### src/rtl/scalar_mult_ctrl.sv
// Left-to-right double-and-add sequencer for Q = k*P.
// Owns the Q, P and scalar registers and drives a combinational point ALU
// that sits beside this block: A is always Q, B is always the latched P.
//
// state | meaning
// IDLE  | waiting for start; Q holds the last result
// SCAN  | skipping leading zero bits of k, loads Q=P at the MSB
// DBL   | Q <= 2Q for the current bit
// ADD   | Q <= Q + P for a set bit
// DONE  | one-cycle completion pulse
module scalar_mult_ctrl #(
  parameter int K_WIDTH = 4,
  parameter int PT_WIDTH = 12,
  parameter logic [PT_WIDTH-1:0] INF_PT = 12'h010
) (
  input  logic                clk,
  input  logic                rst,
  input  logic                start,
  input  logic [K_WIDTH-1:0]  k,
  input  logic [PT_WIDTH-1:0] p_in,
  input  logic [PT_WIDTH-1:0] alu_r,
  output logic [1:0]          alu_op,
  output logic [PT_WIDTH-1:0] alu_a,
  output logic [PT_WIDTH-1:0] alu_b,
  output logic                busy,
  output logic                done,
  output logic [PT_WIDTH-1:0] q_out
);

  localparam int IW = (K_WIDTH > 1) ? $clog2(K_WIDTH) : 1;
  localparam logic [IW-1:0] I_TOP = IW'(K_WIDTH - 1);

  typedef enum logic [2:0] {
    IDLE = 3'd0,
    SCAN = 3'd1,
    DBL  = 3'd2,
    ADD  = 3'd3,
    DONE = 3'd4
  } state_t;

  state_t              state, state_nxt;
  logic [K_WIDTH-1:0]  k_reg, k_nxt;
  logic [PT_WIDTH-1:0] p_reg, p_nxt;
  logic [PT_WIDTH-1:0] q_reg, q_nxt;
  logic [IW-1:0]       idx, idx_nxt;

  assign alu_a  = q_reg;
  assign alu_b  = p_reg;
  assign q_out  = q_reg;
  assign busy   = (state != IDLE);
  assign done   = (state == DONE);
  assign alu_op = (state == DBL) ? 2'b01 : 2'b00;

  // Register update; synchronous reset returns everything to IDLE defaults.
  always_ff @(posedge clk) begin
    if (rst) begin
      state <= IDLE;
      k_reg <= '0;
      p_reg <= '0;
      q_reg <= '0;
      idx   <= I_TOP;
    end else begin
      state <= state_nxt;
      k_reg <= k_nxt;
      p_reg <= p_nxt;
      q_reg <= q_nxt;
      idx   <= idx_nxt;
    end
  end

  // Next-state and datapath selection for one scalar bit per cycle.
  always_comb begin
    state_nxt = state;
    k_nxt     = k_reg;
    p_nxt     = p_reg;
    q_nxt     = q_reg;
    idx_nxt   = idx;
    unique case (state)
      IDLE: begin
        if (start) begin
          k_nxt     = k;
          p_nxt     = p_in;
          idx_nxt   = I_TOP;
          state_nxt = SCAN;
        end
      end
      SCAN: begin
        if (k_reg == '0) begin
          q_nxt     = INF_PT;
          state_nxt = DONE;
        end else if (k_reg[idx]) begin
          q_nxt = p_reg;
          if (idx == '0) begin
            state_nxt = DONE;
          end else begin
            idx_nxt   = idx - 1'b1;
            state_nxt = DBL;
          end
        end else begin
          idx_nxt = idx - 1'b1;
        end
      end
      DBL: begin
        q_nxt = alu_r;
        if (k_reg[idx]) begin
          state_nxt = ADD;
        end else if (idx == '0) begin
          state_nxt = DONE;
        end else begin
          idx_nxt = idx - 1'b1;
        end
      end
      ADD: begin
        q_nxt = alu_r;
        if (idx == '0) begin
          state_nxt = DONE;
        end else begin
          idx_nxt   = idx - 1'b1;
          state_nxt = DBL;
        end
      end
      DONE: begin
        state_nxt = IDLE;
      end
      default: begin
        state_nxt = IDLE;
      end
    endcase
  end

endmodule

### config.mk
export PLATFORM = sky130hd
export DESIGN_NAME = scalar_mult_ctrl
export DESIGN_NICKNAME = d
export VERILOG_FILES = /design/src/rtl/scalar_mult_ctrl.sv
export SDC_FILE = /design/constraint.sdc
export NUM_CORES = 1
export LEC_CHECK = 0
export ABC_AREA = 1
export BUFFER_PORTS_ARGS = -buffer_cell sky130_fd_sc_hd__buf_2
export CAP_MARGIN = 20
export CORE_UTILIZATION = 40
export DETAILED_ROUTE_END_ITERATION = 8
export GPL_ROUTABILITY_DRIVEN = 0
export GPL_TIMING_DRIVEN = 1
export HOLD_SLACK_MARGIN = 0.02
export PLACE_DENSITY = 0.73
export SYNTH_ARGS = -nofsm -noshare
export SYNTH_HDL_FRONTEND = slang
export SYNTH_SLANG_ARGS = --single-unit
### constraint.sdc
create_clock -name clk -period 1.37 [get_ports clk]
set_clock_uncertainty 0.05 [all_clocks]
set_input_delay 0.0685 -clock clk [delete_from_list [all_inputs] [get_ports clk]]
set_output_delay 0.0685 -clock clk [all_outputs]
set_load 0.05 [all_outputs]
# Yosys cells after proc, flatten, opt, wreduce, memory -nomap -nowiden
# Index checks and enable logic that the tools add are counted.
classes:
  n_addsub: 1
  magnitude_cmp: 1
  eq_ne: 9
  n_mux: 19
  n_reduce_logical: 11
ops:
  columns: ["op", "count"]
  rows:
  - ["$mux W12", 2]
  - ["$pmux W12 S2", 1]
  - ["$mux W3", 6]
  - ["$pmux W3 S4", 1]
  - ["$mux W2", 5]
  - ["$pmux W2 S4", 1]
  - ["$eq A3 B2 Y1 const B", 2]
  - ["$ne A2 B2 Y1 const B", 3]
  - ["$logic_not A4 Y1", 1]
  - ["$reduce_and A2 Y1", 2]
  - ["$reduce_and A4 Y1", 1]
  - ["$reduce_bool A4 Y1", 1]
  - ["$eq A3 B1 Y1 const B", 1]
  - ["$eq A3 B3 Y1 const B", 1]
  - ["$logic_not A3 Y1", 1]
  - ["$lt A2 B3 Y1 const B", 1]
  - ["$ne A3 B1 Y1 const B", 1]
  - ["$ne A3 B3 Y1 const B", 1]
  - ["$reduce_and A3 Y1", 1]
  - ["$reduce_bool A3 Y1", 1]
  - ["$bmux W1 S2", 1]
  - ["$logic_not A2 Y1", 1]
  - ["$mux W1", 2]
  - ["$reduce_bool A2 Y1", 1]
  - ["other kinds (2)", 2]
word_totals:
  regBits: 33
  in_bits: 31
  out_inout_bits: 40
  word_cells: 46

# Longest topological paths before layout
# Gate-level depths: netlist of the first run.
logic_depth:
  depth_word: 5
  mapped_depth: 9

# Worst setup path before layout of the first run
# OpenSTA, ideal clock, no wires.
synth_timing:
  path_kind: "register -> register"
  start: "reg state[2]"
  end: "reg idx[0]"
  setup_time_ns: 0.117
  arrival_ns: 1.477
  required_time_ns: 1.203
  slack_ns: -0.274
  stages_incl_launch_ff: 9
  synth_period_minus_slack_ns: 1.644
  cell_sequence: "dfxtp_1 -> inv_1 -> nand2_2 -> nor2_2 -> nand3_1 -> inv_2 -> nor2_2 -> o211ai_1 -> nand2_1"
synth_between:
  elab_chain_cells: 3
  word_cells_on_any_way: 10
  classes_between: "eq/ne: 6; mux: 1; reduce/logical: 3"
synth_rtl:
  columns: ["item", "line", "text"]
  rows:
  - ["start, declared", "41", "state_t state, state_nxt;"]
  - ["start signal, assigned", "63", "state <= state_nxt;"]
  - ["$eq A3 B1 Y1, or another cell as far along", "78", "unique case (state)"]
  - ["$ne A2 B2 Y1 (no source line) / $reduce_bool A4 Y1 (equally long branches)", null, null]
  - ["$reduce_and A4 Y1 (no source line)", null, null]
  - ["end signal, assigned", "67", "idx <= idx_nxt;"]
  - ["end, declared", "45", "logic [IW-1:0] idx, idx_nxt;"]
# Parallel ways exist; a longest one is shown, timed or not.
# A chain may end at the register's enable or synchronous reset.

# Worst setup path after layout of the first run
layout_timing:
  start: "reg state[1]"
  end: "reg q_reg[5], in the netlist alu_a[5]"
layout_between:
  elab_chain_cells: 4
  word_cells_on_any_way: 8
  classes_between: "eq/ne: 4; mux: 1; reduce/logical: 3"
layout_rtl:
  columns: ["item", "line", "text"]
  rows:
  - ["$eq A3 B2 Y1", "78", null]
  - ["$reduce_or A2 Y1 (no source line)", null, null]
  - ["$reduce_bool A2 Y1 (no source line)", null, null]
  - ["$reduce_and A2 Y1 (no source line)", null, null]
  - ["end signal, assigned", "66", "q_reg <= q_nxt;"]
  - ["end, declared", "44", "logic [PT_WIDTH-1:0] q_reg, q_nxt;"]
# Parallel ways exist; a longest one is shown, timed or not.

==> run metrics, run 1 <==
result of the run complete, but fails checks; failing checks negative setup slack; htree depth 2; HP Class primary input to register; area grow syn2layout 49.8%; clock root buffer clkbuf_8; Setup CP Type register to register; post-layout util between 60% and 70%; Nets 386; Worst-path clk slew approximately 0.07 ns; Synth Cell Area 1780 um2; Distinct cells, synth 27; P_sw roughly 3.6 mW; TritonCTS Buffers 5; Synth Net Count ~290; Hold Crit Start p_in[11]; Die H 68.7 um; design area about 2700 um2; final setup fails 12; largest net degree at the start of global routing 33; worst path cell trace nor2_4 > nand2_4 > nand2_2 > inv_2 > a21oi_4 > buf_12 > clkbuf_16 > o21ai_2 > nand2_1 > nor2_1; CTS sink cnt 33; Worst Path Required between 1.5 and 2 ns; Yosys reg bits 33; minimum clock period after layout around 1.4 ns; drt pass-1 iters 5; internal power 3.35 mW; Starting DRT DRC Count 78; Die X ~69 um; synth warn 0; first-pass GRT wire length around 6800 um; DR vias/cell 4.78; Worst Path Arrival approximately 1.6 ns; switching share of power 51.9%; Port Buffers 69; maxcap violations 0; clock power share 10.3%; Final Hold Viols 0; VDD IR-drop max ~1.1 mV; total track usage between 20% and 30%; Worst path slowest cell dfxtp_4; pwr/cell area approximately 2600 nW/um2; Achievable Freq between 0.7 and 0.8 GHz; Initial Utilization 42.9%; ANT cells 0; post-synthesis cell count between 200 and 300; Setup crit start state[1]$_SDFFE_PP0P_; I/O pin cnt 71; Register-to-Register Setup Slack -0.06 ns; Die ar. around 4700 um2; type of origin of the critical path register; layout cells sized above 1 a little under half; crit end category register; Final WS setup -0.0551 ns; Seq pwr share a little over a fifth; DRC 0; most common cell after layout, fill and taps aside buf_2; row count 23; area of the core 4140 um2; post-synthesis sequential area ratio between 30% and 40%; number of global-route vias before repair 1593; Static Leak approximately 1.3 nW; Period Utilization, post-route 104%; initial antenna violation count 0; RR Startpoint state[1]$_SDFFE_PP0P_; routed wire length between 4000 and 5000 um; Clock Latency Late Sink 0.29 ns; family with the most delay on the worst path flip-flops; Crit Path Max Fanout 6; CTS tree done; clk buf depth 2; via count approximately 1900; Routed Antenna Nets 0; WL/cell approximately 12 um; max-slew violation count 0; post-DP HPWL 3230 um; most frequent cells in the layout buf_2, nor2_1, nand2_1; RSZ-0062 raised after global routing yes; Post-Syn Area per Cell roughly 6.9 um2; grt total ovfl 0; Post-DP Area approximately 2200 um2; Logic pwr share between 60 and 70%; CP bufs+invs 3; slowest stage delay, CP 0.37 ns
-- power groups by stage --
stage	clock network (mW)	logic (mW)	registers, mW
after floorplan	0	2.38	2.21
after global placement	0	3.88	1.48
after detailed placement	0	3.94	1.49
after CTS	0.737	3.99	1.48
after global routing	0.766	5.11	1.55
final	0.720	4.73	1.50
-- cells in the mapped netlist --
cell type	instances	area, um2
ha_1	3	37.5
nand3b_1	1	7.51
a21oi_4	1	16.3
o211ai_1	1	7.51
o22ai_1	1	6.26
nor2_2	5	31.3
nand3_1	10	50.1
inv_1	19	71.3
nand2_2	4	25.0
nand2_1	34	128
o21ai_2	8	70.1
buf_1	2	7.51
clkbuf_1	2	7.51
dfxtp_1	33	661
conb_1	1	3.75
inv_2	8	30.0
nor3b_1	1	7.51
o21ai_1	4	20.0
nor3_1	1	5.00
o21ai_0	19	95.1
nor2_1	62	233
buf_4	13	97.6
nor2_4	2	22.5
buf_6	2	22.5
nand3_2	1	10.0
a21oi_1	16	80.1
buf_2	5	25.0
-- routing by layer --
layer	wire, um	GRT usage, %	part of all wire, %	up-vias
li1	-	-	-	985
met1	2090	24.0	43	859
met2	2340	33.3	48	65
met3	223	3.78	4.6	16
met4	182	11.7	3.8	0
met5	0	0	0	-
-- kinds of logic after synthesis --
group                      Yosys count  share of synthesized area [%]
adders and majority gates            3                           2.11
other                                1                          0.211
buffers and inverters               51                           14.7
AOI/OAI and AO/OA                   50                           16.6
and+or+nand+nor                    121                           29.2
DFF                                 33                           37.2
-- layout make-up --
type | count | area, um2
timing repair buffer | 110 | 769
fill | 374 | 1480
multi-input combinational | 175 | 971
sequential | 33 | 676
inverter | 27 | 101
clock inverter | 2 | 10.0
clock buffer | 6 | 72.6
tap | 50 | 62.6
-- final timing paths --
check / end / cells after the start
worst max-delay path: alu_a[5]$_SDFFE_PP0P_ / 10
worst min-delay path: alu_b[11]$_SDFFE_PP0P_ / 3
worst max register to register: alu_a[5]$_SDFFE_PP0P_ / 10
worst min register to register: alu_b[6]$_SDFFE_PP0P_ / 2
-- worst register-to-register path, stage by stage, from the launching register on --
cell and delay [ns]:
dfxtp_4 0.37, nor2_4 0.11, nand2_4 0.08, nand2_2 0.07
inv_2 0.06, a21oi_4 0.14, buf_12 0.15, clkbuf_16 0.15
o21ai_2 0.05, nand2_1 0.07, nor2_1 0.04
-- what timing repair did --
| action | 4_1_cts | 5_1_grt |
|---|---|---|
| gates resized for setup | 4 | 36 |
| hold buffers | 14 | 0 |
| setup endpoints to repair | 14 | 18 |
| pin swaps | 1 | 7 |
| endpoints found under the hold margin | 16 | 0 |
| setup buffers | 0 | 5 |
| cloned | 0 | 3 |
-- stage by stage --
stage                     hold WS [ns]  cells  TNS [ns]  setup slack, ns  power [mW]
after detailed placement         0.258    373   -0.0972          -0.0188        5.43
final                           0.0133    403    -0.232          -0.0551        6.96
after floorplan                 0.0854    259   -0.0122         -0.00799        4.60
after global placement           0.250    373  -0.00385         -0.00313        5.36
after global routing            0.0361    403     -1.25           -0.119        7.43
after CTS                       0.0202    395  -0.00720         -0.00311        6.20
No activity file was read; power rests on OpenSTA's default activity.
==> inputs of run 2 (changes only) <==
--- a/config.mk
+++ b/config.mk
@@ -7,13 +7,12 @@
 export LEC_CHECK = 0
 export ABC_AREA = 1
 export BUFFER_PORTS_ARGS = -buffer_cell sky130_fd_sc_hd__buf_2
-export CAP_MARGIN = 20
-export CORE_UTILIZATION = 40
+export CORE_UTILIZATION = 30
 export DETAILED_ROUTE_END_ITERATION = 8
 export GPL_ROUTABILITY_DRIVEN = 0
 export GPL_TIMING_DRIVEN = 1
 export HOLD_SLACK_MARGIN = 0.02
-export PLACE_DENSITY = 0.73
+export PLACE_DENSITY = 0.58
 export SYNTH_ARGS = -nofsm -noshare
 export SYNTH_HDL_FRONTEND = slang
 export SYNTH_SLANG_ARGS = --single-unit
==> run 2 against run 1 <==
Effect of this change:
- the run still ends with negative setup slack left
- sequential share of layout area down 0.15 points
- die area rose by 32%
- total power about the same
- cell count up 5.0%
- clock power grew 33%
- non-clock buffer count fell by 2
- maximum frequency rose by 0.53%
- worst setup slack better by 0.0075 ns
- global-route usage decreased by 5.0 points
- count of clock-buffer cells in the layout is 1 higher
- critical path type unchanged
- critical endpoint is now alu_a[10]$_SDFFE_PP0P_
- largest power group unchanged
==> run metrics, run 2 (synthesis gave the netlist of run 1 again) <==
Power Total 6.95 mW (about the same); drt pass-1 iters 4 (-1); clk buf depth 2 (unchanged); DRC 0 (unchanged); number of global-route vias before repair 1550 (-2.7%); CTS tree done; Post-DP Area 2190 um2 (-1.1%); Worst Path Arrival 1.55 ns (-0.02 ns); first-pass GRT wire length 7270 um (+7.2%); post-DP HPWL 3280 um (+1.5%); Initial Utilization 31.7% (-11 points); Period Utilization, post-route 103% (-0.55 points); HP Class primary input to register; I/O pin cnt 71 (unchanged); clock root buffer clkbuf_8; initial antenna violation count 0 (unchanged); TritonCTS Buffers 5 (unchanged); ANT cells 0 (unchanged); CTS sink cnt 33 (unchanged); final setup fails 8 (-4); Die X 79.0 um (+15%); WL/cell 11.3 um (-5.8%); Final Hold Viols 0 (unchanged); total track usage 15.1% (-5.0 points); pre-CTS WS -0.0437 ns (-0.0249 ns); row count 27 (+17%); max-slew violation count 0 (unchanged); Worst-path clk slew 0.07 ns (about the same); layout cells sized above 1 44.7% (-0.88 points); Port Buffers 69 (unchanged); Setup CP Type register to register; sum of negative setup slack -0.243 ns (-0.0107 ns); Achievable Freq 0.705 GHz (+0.53%); area of the core 5610 um2 (+35%); maxcap violations 0 (unchanged); Register-to-Register Setup Slack -0.05 ns (about the same); M1 WL 2330 um (+11%); post-layout util 47.7% (-17 points); met3 WL 252 um (+13%); result of the run complete, but fails checks; type of origin of the critical path register; via count 1826 (-5.1%); fillers 618 (+65%); VDD IR-drop max 1.00 mV (-11%); RSZ-0062 raised after global routing yes; failing checks negative setup slack; routed wire length 4780 um (-1.1%); most common cell after layout, fill and taps aside buf_2; grt total ovfl 0 (unchanged); Starting DRT DRC Count 88 (+13%); design area 2670 um2 (+0.42%); area grow syn2layout 50.4%; Worst Path Required 1.50 ns (about the same); Crit Path Max Fanout 6 (unchanged); Routed Antenna Nets 0 (unchanged); largest net degree at the start of global routing 33 (unchanged); Static Leak 1.34 nW (-0.38%); Die H 79.0 um (+15%); pwr/cell area 2600 nW/um2 (-0.45%); Die ar. 6240 um2 (+32%); DR vias/cell 4.32 (-9.6%); Clock Latency Late Sink 0.28 ns (about the same); minimum clock period after layout 1.42 ns (-0.00753 ns); crit end category register; htree depth 2 (unchanged); Final WS setup -0.0476 ns (+0.00753 ns); met2 wire len 2120 um (-9.3%); Nets 384 (-0.52%); top sig layer met4; most frequent cells in the layout buf_2, nor2_1, nand2_1
## run 2: per-layer routing
metal	vias to the layer above	global-route usage, %
met2	51	22.5
met1	791	20.6
li1	977	-
met4	0	6.00
met3	7	3.68
met5	-	0
## run 2: stage by stage
stage	hold WS, ns	std cells
3_3_place_gp	0.260	388
3_5_place_dp	0.264	388
4_1_cts	-0.0395	417
2_1_floorplan	0.0854	259
6_report	0.00929	423
5_1_grt	0.0525	423
## run 2: layout make-up
class | count | area, um2 | area share [%]
flip-flops and latches | 33 | 674 | 25.2
well taps | 72 | 90.1 | 3.37
clock inverters | 1 | 30.0 | 1.12
clock buffers | 7 | 86.3 | 3.23
multi-input cells | 175 | 955 | 35.7
repair buffers | 108 | 737 | 27.6
inverters | 27 | 101 | 3.79
## run 2: worst paths after layout
path	from	cells past startpoint	to
max	k_reg[2]$_SDFFE_PP0P_	10	alu_a[10]$_SDFFE_PP0P_
min	p_in[2]	3	alu_b[2]$_SDFFE_PP0P_
max reg2reg	k_reg[2]$_SDFFE_PP0P_	10	alu_a[10]$_SDFFE_PP0P_
min reg2reg	k_reg[3]$_SDFFE_PP0P_	2	k_reg[3]$_SDFFE_PP0P_
## run 2: report_power, final
group | total, mW | switching, mW | internal (mW)
clock network | 0.958 | 0.365 | 0.593
logic | 4.51 | 2.94 | 1.56
registers | 1.49 | 0.207 | 1.28
total | 6.95 | 3.51 | 3.44
## run 2: worst max-delay path, cell delays in order (launching register included)
cell     delay [ns]
dfxtp_2        0.32
inv_2          0.06
nand2_2        0.06
nor2_4         0.15
nor2_4         0.07
a21oi_4        0.20
buf_6          0.13
buf_12         0.11
o21ai_2        0.05
nand2_1        0.06
nor2_1         0.04
## run 2: timing repair
| item | 4_1_cts | 5_1_grt |
|---|---|---|
| resized for setup | 7 | 34 |
| hold buffers | 12 | 1 |
| pin swaps | 0 | 10 |
| buffers inserted | 7 | 6 |
| endpoints found under the setup margin | 14 | 21 |
| endpoints found under the hold margin | 15 | 2 |
| cloned | 2 | 1 |
==> inputs of run 3 (changes only) <==
--- a/config.mk
+++ b/config.mk
@@ -6,8 +6,10 @@
 export NUM_CORES = 1
 export LEC_CHECK = 0
 export ABC_AREA = 1
+export ABC_CLOCK_PERIOD_IN_PS = 1370
 export BUFFER_PORTS_ARGS = -buffer_cell sky130_fd_sc_hd__buf_2
 export CORE_UTILIZATION = 30
+export CTS_BUF_LIST = sky130_fd_sc_hd__clkbuf_16
 export DETAILED_ROUTE_END_ITERATION = 8
 export GPL_ROUTABILITY_DRIVEN = 0
 export GPL_TIMING_DRIVEN = 1
==> run 3 against run 2 <==
Effect of this change:
- the flow still finishes with violations (negative setup slack)
- non-clock buffer count decreased by 7
- register-to-register slack about the same
- cell count decreased by 1.7%
- hold slack improved by 0.0040 ns
- via count decreased by 0.33%
==> run metrics, run 3 (synthesis gave the netlist of run 1 again) <==
DR vias/cell 4.38 (+1.3%); Clock Latency Late Sink 0.28 ns (about the same); Setup CP Type register to register; result of the run complete, but fails checks; Worst Path Required 1.49 ns (about the same); Achievable Freq 0.703 GHz (-0.30%); TritonCTS Buffers 5 (unchanged); clock root buffer clkbuf_16; type of origin of the critical path register; clock power share 17.0% (+3.2 points); pwr/cell area 2730 nW/um2 (+4.8%); Nets 377 (-1.8%); Worst-path clk slew 0.05 ns (-0.02 ns); routed wire length 4850 um (+1.5%); row count 27 (unchanged); Port Buffers 69 (unchanged); initial antenna violation count 0 (unchanged); Worst Path Arrival 1.54 ns (about the same); Starting DRT DRC Count 79 (-10%); number of global-route vias before repair 1549 (-0.065%); post-layout util 47.2% (-0.51 points); Hold Crit Start p_in[5]; Initial Utilization 31.7% (unchanged); Period Utilization, post-route 104% (+0.31 points); max-slew violation count 0 (unchanged); Seq pwr share 20.7% (-0.7 points); switching share of power 49.3% (-1.2 points); largest net degree at the start of global routing 33 (unchanged); Hold Crit Depth 3 (unchanged); Register-to-Register Setup Slack -0.05 ns (about the same); design area 2650 um2 (-1.1%); area of the core 5610 um2 (unchanged); layout cells sized above 1 45.3% (+0.62 points); HP Class primary input to register; Non-Filler Instances 416 (-1.7%); Routed Antenna Nets 0 (unchanged); Static Leak 1.33 nW (-0.41%); CTS tree done; post-DP HPWL 3280 um (unchanged); most common cell after layout, fill and taps aside buf_2; P_sw 3.55 mW (+1.1%); CTS sink cnt 33 (unchanged); RR Endpoint alu_a[10]$_SDFFE_PP0P_; WL/cell 11.7 um (+3.2%); Die X 79.0 um (unchanged); Final WS setup -0.0519 ns (-0.00429 ns); FF-to-FF path depth 10 (unchanged); total track usage 15.2% (+0.17 points); maxcap violations 0 (unchanged); RSZ-0062 raised after global routing yes; Crit Path Max Fanout 6 (unchanged); failing checks negative setup slack; RR Startpoint k_reg[2]$_SDFFE_PP0P_; internal power 3.65 mW (+6.3%); hold endpoint alu_b[5]$_SDFFE_PP0P_; first-pass GRT wire length 7360 um (+1.1%); Die H 79.0 um (unchanged); htree depth 2 (unchanged); I/O pin cnt 71 (unchanged); final setup fails 7 (-1); Placed Instances 388 (unchanged); DRC 0 (unchanged); sum of negative setup slack -0.231 ns (+0.0123 ns); drt pass-1 iters 4 (unchanged); Final Hold Viols 0 (unchanged); Die ar. 6240 um2 (unchanged); minimum clock period after layout 1.42 ns (+0.00429 ns); Logic pwr share 62.2% (-2.6 points); crit end category register; ANT cells 0 (unchanged); grt total ovfl 0 (unchanged); via count 1820 (-0.33%); Post-DP Area 2190 um2 (unchanged); Hold WS 0.0133 ns (+0.00396 ns); clk buf depth 2 (unchanged); area grow syn2layout 48.8%; VDD IR-drop max 0.927 mV (-7.5%); most frequent cells in the layout buf_2, nor2_1, nand2_1
run 3: changes by cell type in the layout (fill, tap and decap cells not counted), sizes merged:
cell and change:
buf -1, clkbuf -1, dlygate4sd3 -7, clkinv +1
inv +1
run 3: layout make-up:
| class | count | area [um2] |
|---|---|---|
| inverter | 27 | 104 |
| multi-input combinational | 175 | 955 |
| clock inverter | 3 | 37.5 |
| timing repair buffer | 101 | 659 |
| sequential | 33 | 674 |
| clock buffer | 5 | 125 |
| fill | 614 | 2960 |
| tap | 72 | 90.1 |
run 3: timing repair:
item / CTS / global route
pin swaps: 1 / 8
buffers inserted: 6 / 7
endpoints found under the setup margin: 15 / 21
resized for setup: 10 / 32
hold endpoints to repair: 7 / 2
cloned: 2 / 1
hold buffers: 5 / 1
run 3: worst max path at each step:
stage                     startpoint                endpoint
6_report       k_reg[2]$_SDFFE_PP0P_  alu_a[10]$_SDFFE_PP0P_
5_1_grt        k_reg[1]$_SDFFE_PP0P_  alu_a[10]$_SDFFE_PP0P_
4_1_cts        state[1]$_SDFFE_PP0P_   alu_a[4]$_SDFFE_PP0P_
3_5_place_dp     idx[0]$_SDFFE_PP1P_   alu_a[2]$_SDFFE_PP0P_
3_3_place_gp     idx[0]$_SDFFE_PP1P_   alu_a[0]$_SDFFE_PP0P_
2_1_floorplan  state[2]$_SDFFE_PP0P_     idx[0]$_SDFFE_PP1P_
run 3: power groups by stage:
stage,sequential [mW],combinational (mW),clock (mW)
after floorplan,2.21,2.38,0
after global placement,1.48,3.82,0
after detailed placement,1.49,3.84,0
final,1.49,4.49,1.23
after CTS,1.48,4.33,1.26
after global routing,1.54,4.86,1.31
run 3: through the flow:
step	worst slack (ns)	total power, mW
final	-0.0519	7.21
after global routing	-0.146	7.71
after CTS	-0.0154	7.07
after detailed placement	-0.0437	5.33
after global placement	-0.0285	5.30
after floorplan	-0.00799	4.60
run 3: per-layer routing:
layer  part of all wire [%]  vias up  GRT usage, %
li1                       -      965             -
met4                    2.1        0          6.18
met1                     48      791          20.8
met3                    5.2        9          3.79
met2                     44       55          22.8
met5                      0        -             0
run 3: worst max-delay path, cell delays in order, from the launching register on:
cell and delay [ns]:
dfxtp_2 0.32, inv_2 0.06, nand2_2 0.06, nor2_4 0.15, nor2_4 0.07, a21oi_4 0.20
buf_6 0.13, buf_12 0.11, o21ai_2 0.05, nand2_1 0.06, nor2_1 0.05
